### src/rtl/muldiv_iter_if.sv
// muldiv_iter_if: request/response bundle between the execute stage and the
// M-extension unit. The pipeline side drives the request, the unit answers.
interface muldiv_iter_if #(
  parameter int DWIDTH = 32
);
  logic              start;
  logic [2:0]        MDFunc;
  logic [DWIDTH-1:0] A;
  logic [DWIDTH-1:0] B;
  logic              busy;
  logic              done;
  logic [DWIDTH-1:0] MDOut;

  modport master (
    output start, MDFunc, A, B,
    input  busy, done, MDOut
  );

  modport slave (
    input  start, MDFunc, A, B,
    output busy, done, MDOut
  );
endinterface

### src/rtl/muldiv_iter.sv
// muldiv_iter: RV32M/RV64M multiply/divide execute unit.
// Multiplies and divide special cases (divide by zero, signed overflow) finish
// the cycle after acceptance; other divides run a radix-2 restoring divider
// for DWIDTH iterations followed by one sign-fix cycle.
module muldiv_iter #(
  parameter  int DWIDTH = 32,
  localparam int CWIDTH = $clog2(DWIDTH + 1)
) (
  input logic          clock,
  input logic          reset,
  muldiv_iter_if.slave bus
);

  typedef enum logic [1:0] {
    S_IDLE = 2'd0,
    S_DIV  = 2'd1,
    S_FIX  = 2'd2
  } state_t;

  localparam logic [DWIDTH-1:0] MOST_NEG = {1'b1, {(DWIDTH-1){1'b0}}};

  state_t              r_state;
  state_t              w_state_nxt;
  logic                w_busy;
  logic                w_accept;

  logic [DWIDTH-1:0]   r_rem;
  logic [DWIDTH-1:0]   r_quo;
  logic [DWIDTH-1:0]   r_dvs;
  logic [DWIDTH-1:0]   r_out;
  logic [CWIDTH-1:0]   r_cnt;
  logic                r_neg_q;
  logic                r_neg_r;
  logic                r_is_rem;
  logic                r_done;

  logic                w_a_sgn;
  logic                w_b_sgn;
  logic signed [2*DWIDTH-1:0] w_a_ext;
  logic signed [2*DWIDTH-1:0] w_b_ext;
  logic signed [2*DWIDTH-1:0] w_prod;
  logic [DWIDTH-1:0]   w_mul_res;

  logic                w_sdiv;
  logic                w_div0;
  logic                w_ovf;
  logic [DWIDTH-1:0]   w_spec_res;

  logic [DWIDTH:0]     w_shift;
  logic                w_fits;
  logic [DWIDTH-1:0]   w_sub;
  logic [DWIDTH-1:0]   w_fix_res;

  // Two's-complement negate when the flag is set (abs value and sign fix).
  function automatic logic [DWIDTH-1:0] f_cond_neg(input logic neg,
                                                   input logic [DWIDTH-1:0] x);
    return neg ? -x : x;
  endfunction

  // Multiply: extend each operand according to its signedness so that one
  // 2*DWIDTH product serves MUL, MULH, MULHSU and MULHU.
  assign w_a_sgn   = (bus.MDFunc == 3'b001) || (bus.MDFunc == 3'b010);
  assign w_b_sgn   = (bus.MDFunc == 3'b001);
  assign w_a_ext   = {{DWIDTH{w_a_sgn & bus.A[DWIDTH-1]}}, bus.A};
  assign w_b_ext   = {{DWIDTH{w_b_sgn & bus.B[DWIDTH-1]}}, bus.B};
  assign w_prod    = w_a_ext * w_b_ext;
  assign w_mul_res = (bus.MDFunc[1:0] == 2'b00) ? w_prod[DWIDTH-1:0]
                                                : w_prod[2*DWIDTH-1:DWIDTH];

  // Divide special cases are resolved without iterating.
  assign w_sdiv     = ~bus.MDFunc[0];
  assign w_div0     = (bus.B == '0);
  assign w_ovf      = w_sdiv && (bus.A == MOST_NEG) && (bus.B == '1);
  assign w_spec_res = w_div0 ? (bus.MDFunc[1] ? bus.A : '1)
                             : (bus.MDFunc[1] ? '0    : bus.A);

  // One restoring step: shift {rem,quo} left, trial-subtract the divisor.
  // The shifted remainder needs DWIDTH+1 bits; a successful difference is
  // always below the divisor, so its low DWIDTH bits are exact.
  assign w_shift = {r_rem, r_quo[DWIDTH-1]};
  assign w_fits  = (w_shift >= {1'b0, r_dvs});
  assign w_sub   = w_shift[DWIDTH-1:0] - r_dvs;

  assign w_fix_res = r_is_rem ? f_cond_neg(r_neg_r, r_rem)
                              : f_cond_neg(r_neg_q, r_quo);

  assign w_accept  = bus.start && !w_busy;
  assign bus.busy  = w_busy;
  assign bus.done  = r_done;
  assign bus.MDOut = r_out;

  // FSM state register.
  always_ff @(posedge clock) begin
    if (reset) r_state <= S_IDLE;
    else       r_state <= w_state_nxt;
  end

  // FSM next state and busy: only a divide needing iteration leaves IDLE.
  always_comb begin
    w_state_nxt = r_state;
    w_busy      = 1'b0;
    unique case (r_state)
      S_IDLE: begin
        if (bus.start && bus.MDFunc[2] && !w_div0 && !w_ovf) w_state_nxt = S_DIV;
      end
      S_DIV: begin
        w_busy = 1'b1;
        if (r_cnt == CWIDTH'(1)) w_state_nxt = S_FIX;
      end
      S_FIX: begin
        w_busy      = 1'b1;
        w_state_nxt = S_IDLE;
      end
      default: w_state_nxt = S_IDLE;
    endcase
  end

  // Datapath: operand capture, divider iteration, result write and done pulse.
  always_ff @(posedge clock) begin
    if (reset) begin
      r_rem    <= '0;
      r_quo    <= '0;
      r_dvs    <= '0;
      r_out    <= '0;
      r_cnt    <= '0;
      r_neg_q  <= 1'b0;
      r_neg_r  <= 1'b0;
      r_is_rem <= 1'b0;
      r_done   <= 1'b0;
    end else begin
      r_done <= 1'b0;
      if (r_state == S_FIX) begin
        r_out  <= w_fix_res;
        r_done <= 1'b1;
      end else if (r_state == S_DIV) begin
        r_rem <= w_fits ? w_sub : w_shift[DWIDTH-1:0];
        r_quo <= {r_quo[DWIDTH-2:0], w_fits};
        r_cnt <= r_cnt - CWIDTH'(1);
      end else if (w_accept) begin
        if (!bus.MDFunc[2]) begin
          r_out  <= w_mul_res;
          r_done <= 1'b1;
        end else if (w_div0 || w_ovf) begin
          r_out  <= w_spec_res;
          r_done <= 1'b1;
        end else begin
          r_rem    <= '0;
          r_quo    <= f_cond_neg(w_sdiv & bus.A[DWIDTH-1], bus.A);
          r_dvs    <= f_cond_neg(w_sdiv & bus.B[DWIDTH-1], bus.B);
          r_neg_q  <= w_sdiv & (bus.A[DWIDTH-1] ^ bus.B[DWIDTH-1]);
          r_neg_r  <= w_sdiv & bus.A[DWIDTH-1];
          r_is_rem <= bus.MDFunc[1];
          r_cnt    <= CWIDTH'(DWIDTH);
        end
      end
    end
  end

endmodule

### src/flat_wrapper.sv
// flat-port wrapper written by rule: the top's interface ports become plain ports
module muldiv_iter_flat 
#(
  parameter  int DWIDTH = 32,
  localparam int CWIDTH = $clog2(DWIDTH + 1)
)
  (clock, reset, bus_start, bus_MDFunc, bus_A, bus_B, bus_busy, bus_done, bus_MDOut);
  muldiv_iter_if #(.DWIDTH(DWIDTH)) bus_i ();
  input logic clock;
  input logic reset;
  input wire logic [$bits(bus_i.start)-1:0] bus_start;
  input wire logic [$bits(bus_i.MDFunc)-1:0] bus_MDFunc;
  input wire logic [$bits(bus_i.A)-1:0] bus_A;
  input wire logic [$bits(bus_i.B)-1:0] bus_B;
  output wire logic [$bits(bus_i.busy)-1:0] bus_busy;
  output wire logic [$bits(bus_i.done)-1:0] bus_done;
  output wire logic [$bits(bus_i.MDOut)-1:0] bus_MDOut;
  assign bus_i.start = bus_start;
  assign bus_i.MDFunc = bus_MDFunc;
  assign bus_i.A = bus_A;
  assign bus_i.B = bus_B;
  assign bus_busy = bus_i.busy;
  assign bus_done = bus_i.done;
  assign bus_MDOut = bus_i.MDOut;
  muldiv_iter #(.DWIDTH(DWIDTH)) u_core (.clock(clock), .reset(reset), .bus(bus_i));
endmodule
### config.mk
export PLATFORM = sky130hd
export DESIGN_NAME = muldiv_iter_flat
export DESIGN_NICKNAME = d
export VERILOG_FILES = /design/src/rtl/muldiv_iter_if.sv /design/src/rtl/muldiv_iter.sv /design/src/flat_wrapper.sv
export SDC_FILE = /design/constraint.sdc
export NUM_CORES = 2
export LEC_CHECK = 0
export BUFFER_PORTS_ARGS = -buffer_cell sky130_fd_sc_hd__buf_2
export CORE_UTILIZATION = 50
export DETAILED_ROUTE_END_ITERATION = 12
export PLACE_DENSITY_LB_ADDON = 0.3
export SLEW_MARGIN = 25
export SYNTH_ARGS = -nofsm -noshare
export SYNTH_HDL_FRONTEND = slang
export SYNTH_SLANG_ARGS = --single-unit
### constraint.sdc
create_clock -name clock -period 11.8 [get_ports clock]
set_clock_uncertainty 0.1 [all_clocks]
set_input_delay 2.36 -clock clock [delete_from_list [all_inputs] [get_ports clock]]
set_output_delay 2.36 -clock clock [all_outputs]
set_load 0.02 [all_outputs]
==> results.json <==
{
  "r2r-end": "u_core.r_rem[24]$_SDFFE_PP0P_",
  "num_vias": 40448,
  "ys.warnings.count": 0,
  "r2r-start": "u_core.r_rem[6]$_SDFFE_PP0P_",
  "cp.required_ns": 12.02,
  "grt_use_total_pct": 33.8,
  "crit_family": "adder cells",
  "post_synth.cell_area_avg_um2": 8.48,
  "slew_viol_final": 0,
  "globalplace.congestion": 1.02,
  "worst_slew_pin_slew_ns": 1.03,
  "cp-end-kind": "flop",
  "cpPeakStageDelay_ns": 0.75,
  "ys_ff_latch": 140,
  "synth_area_leaders": "fa_1, inv_1, nand2_1",
  "cts_setup_buffers": 0,
  "setup_tns_ns": 0,
  "grt_use_met3_pct": 7.19,
  "synth.yosys.seq_area_share_pct": 5.69,
  "fp-row-count": 114,
  "drtAntennaViolNets": 0,
  "final_util_pct": 53.3,
  "period_minus_slack_ns": 11.38,
  "drt_iter0_markers": 4106,
  "setup.worst_path.end": "u_core.bus.MDOut[8]$_SDFFE_PP0P_",
  "synth_area_leader_cell": "fa_1",
  "stdcell_area_mm2": 0.0518,
  "cts-resized-gates": 0,
  "wl_um": 164000,
  "cts.sinks": 140,
  "cp-start-kind": "input pin",
  "crit_path_max_fanout": 21,
  "critPathKind": "input pin to flop",
  "dp_hpwl_um": 131000,
  "met1_usage_pct": 44.4,
  "outcome": "completed",
  "hold_path.class": "flop to flop",
  "slowest_stage": "o311ai_1",
  "yosysUniqueCellTypes": 89,
  "grt.busiest_layer": "met2",
  "worst_ep_arrival_time_ns": 11.60,
  "grt_start_max_net_pins": 62,
  "placed_area_mm2": 0.0511,
  "reg2reg_slack_ns": 7.28,
  "startpoint": "bus_B[14]",
  "fin_crit_sh_pct": 96.5,
  "htreeDepth": 4,
  "cts_buffer_depth": 2,
  "ys.flop_type": "dfxtp_1",
  "nNetsFinal": 7156,
  "vias_per_cell": 5.77,
  "relSlewSlack_pct": 30.8,
  "cts_tree": "done",
  "cts_root_buf": "clkbuf_16",
  "drt-pass1-iter-count": 6,
  "drc": 0,
  "clock_latency_ns": 0.45,
  "synthCells": 5809,
  "die_y_um": 316,
  "overflow": 0,
  "port_buffers": 103,
  "met2_usage_pct": 52.4,
  "syn_nets": 7261,
  "die-area_mm2": 0.0998,
  "syn_to_final_growth_pct": 5.06,
  "core_mm2": 0.0971,
  "reg2reg_depth": 12,
  "grt_pass1_wl_um": 252000,
  "finalSetupViolations": 0,
  "synth_edf_count": 0,
  "crit_buf_inv": 5,
  "die_w_um": 316,
  "ios": 104,
  "start_util_pct": 50.7,
  "yosysTopAreaCellShare_pct": 45.7,
  "antenna_found_initial": 30,
  "maxCapViolations": 0,
  "hold_viol_final": 0,
  "drive_gt1_share_pct": 5.49,
  "fmax_mhz": 87.8,
  "path_common_cell": "fa_1",
  "rsz0062_at_grt": "no",
  "grt_pass1_vias": 41771,
  "syn-cell-area_mm2": 0.0493,
  "path_depth": 25,
  "cts_buffers": 17,
  "wl_per_cell_um": 23.4,
  "holdBufCountCts": 0,
  "clk_pin_slew_ns": 0.06,
  "synthArstFlopShare_pct": 0
}
state kept, by name (all words and copies together) (netlist names):
name and cells:
u_core.r_quo 32, u_core.r_cnt 6, u_core.bus.done 1, u_core.r_is_rem 1, u_core.r_dvs 32, u_core.r_neg_r 1
u_core.bus.MDOut 32, u_core.r_rem 32, u_core.r_neg_q 1, u_core.r_state 2
metrics by stage:
step,std cells,hold WS (ns),setup WS [ns]
2_1_floorplan,5809,0.350,0.700
3_3_place_gp,6961,0.346,0.214
3_5_place_dp,6961,0.355,0.189
4_1_cts,6993,0.362,0.646
5_1_grt,7008,0.387,0.268
6_report,7013,0.362,0.415
worst min-delay path by stage:
stage | from | endpoint | slack [ns] | depth (start not counted)
2_1_floorplan | u_core.r_dvs[26]$_SDFFE_PP0P_ | u_core.r_dvs[26]$_SDFFE_PP0P_ | 0.35 | 2
3_3_place_gp | u_core.bus.MDOut[0]$_SDFFE_PP0P_ | u_core.bus.MDOut[0]$_SDFFE_PP0P_ | 0.35 | 2
3_5_place_dp | u_core.bus.MDOut[0]$_SDFFE_PP0P_ | u_core.bus.MDOut[0]$_SDFFE_PP0P_ | 0.35 | 2
4_1_cts | u_core.bus.MDOut[10]$_SDFFE_PP0P_ | u_core.bus.MDOut[10]$_SDFFE_PP0P_ | 0.36 | 2
5_1_grt | u_core.bus.MDOut[0]$_SDFFE_PP0P_ | u_core.bus.MDOut[0]$_SDFFE_PP0P_ | 0.39 | 2
6_report | u_core.bus.MDOut[10]$_SDFFE_PP0P_ | u_core.bus.MDOut[10]$_SDFFE_PP0P_ | 0.36 | 2
Yosys cell counts, types with 17 or more instances:
master    count
inv_1      1228
nor2_1      221
buf_1        93
xnor2_1     126
o211ai_1     24
a31oi_1      21
nand3_1      25
o31ai_1      31
o21ai_0     178
nand4_1      26
a21o_1       56
nand2_1     969
o41ai_1      17
and2_1      309
nor3_1       51
dfxtp_1     140
xor2_1       90
fa_1       1126
a211oi_1     52
ha_1        256
nand2b_1     22
clkbuf_1    254
or3_1        19
maj3_1       20
a21oi_1     181
final cells by class:
class | count | area, um2
Fill cell | 9195 | 45400
Multi-Input combinational cell | 4075 | 40500
Inverter | 1231 | 4620
Sequential cell | 140 | 2810
Timing Repair Buffer | 239 | 1610
Tap cell | 1276 | 1600
Clock buffer | 23 | 488
Clock inverter | 9 | 109
Antenna cell | 20 | 50.0
cell usage in the layout, fill, tap and decap left out, types with 19 or more instances in the layout:
cell type | Yosys | routed
nand3_1 | 25 | 25
buf_4 | 0 | 131
o31ai_1 | 31 | 31
fa_1 | 1126 | 1126
a211oi_1 | 52 | 52
xnor2_1 | 126 | 126
dfxtp_1 | 140 | 138
nor2_1 | 221 | 217
or3_1 | 19 | 19
maj3_1 | 20 | 20
and2_1 | 309 | 309
a21oi_1 | 181 | 181
nand2b_1 | 22 | 22
nor3_1 | 51 | 50
nand4_1 | 26 | 26
o211ai_1 | 24 | 24
diode_2 | 0 | 20
o21ai_0 | 178 | 178
ha_1 | 256 | 254
inv_1 | 1228 | 1228
a31oi_1 | 21 | 21
buf_2 | 12 | 102
a21o_1 | 56 | 56
xor2_1 | 90 | 90
nand2_1 | 969 | 969
worst min-delay path: stages, from the launching register on:
cell	delay [ns]
dfxtp_1	0.31
nand2_1	0.05
a21oi_1	0.05
routing by layer:
layer | wire length [um] | vias up
li1 | - | 17328
met1 | 64300 | 20581
met2 | 73800 | 2047
met3 | 15700 | 474
met4 | 10200 | 18
met5 | 115 | -
cell families (layout without fill, tap and decap cells):
logic type	after synthesis	after routing	share of synthesized area, %
buf+inv	1594	1502	12.2
fa+ha+maj	1402	1402	52.7
flops	140	140	5.69
compound gates	710	710	9.35
mux	13	13	0.272
simple gates	1734	1734	16.0
other cells	0	20	0
xor+xnor	216	216	3.84
Power is left out: the tool's default activity adds up to more than one toggle a clock period on the data nets, which glitch-free logic cannot reach.
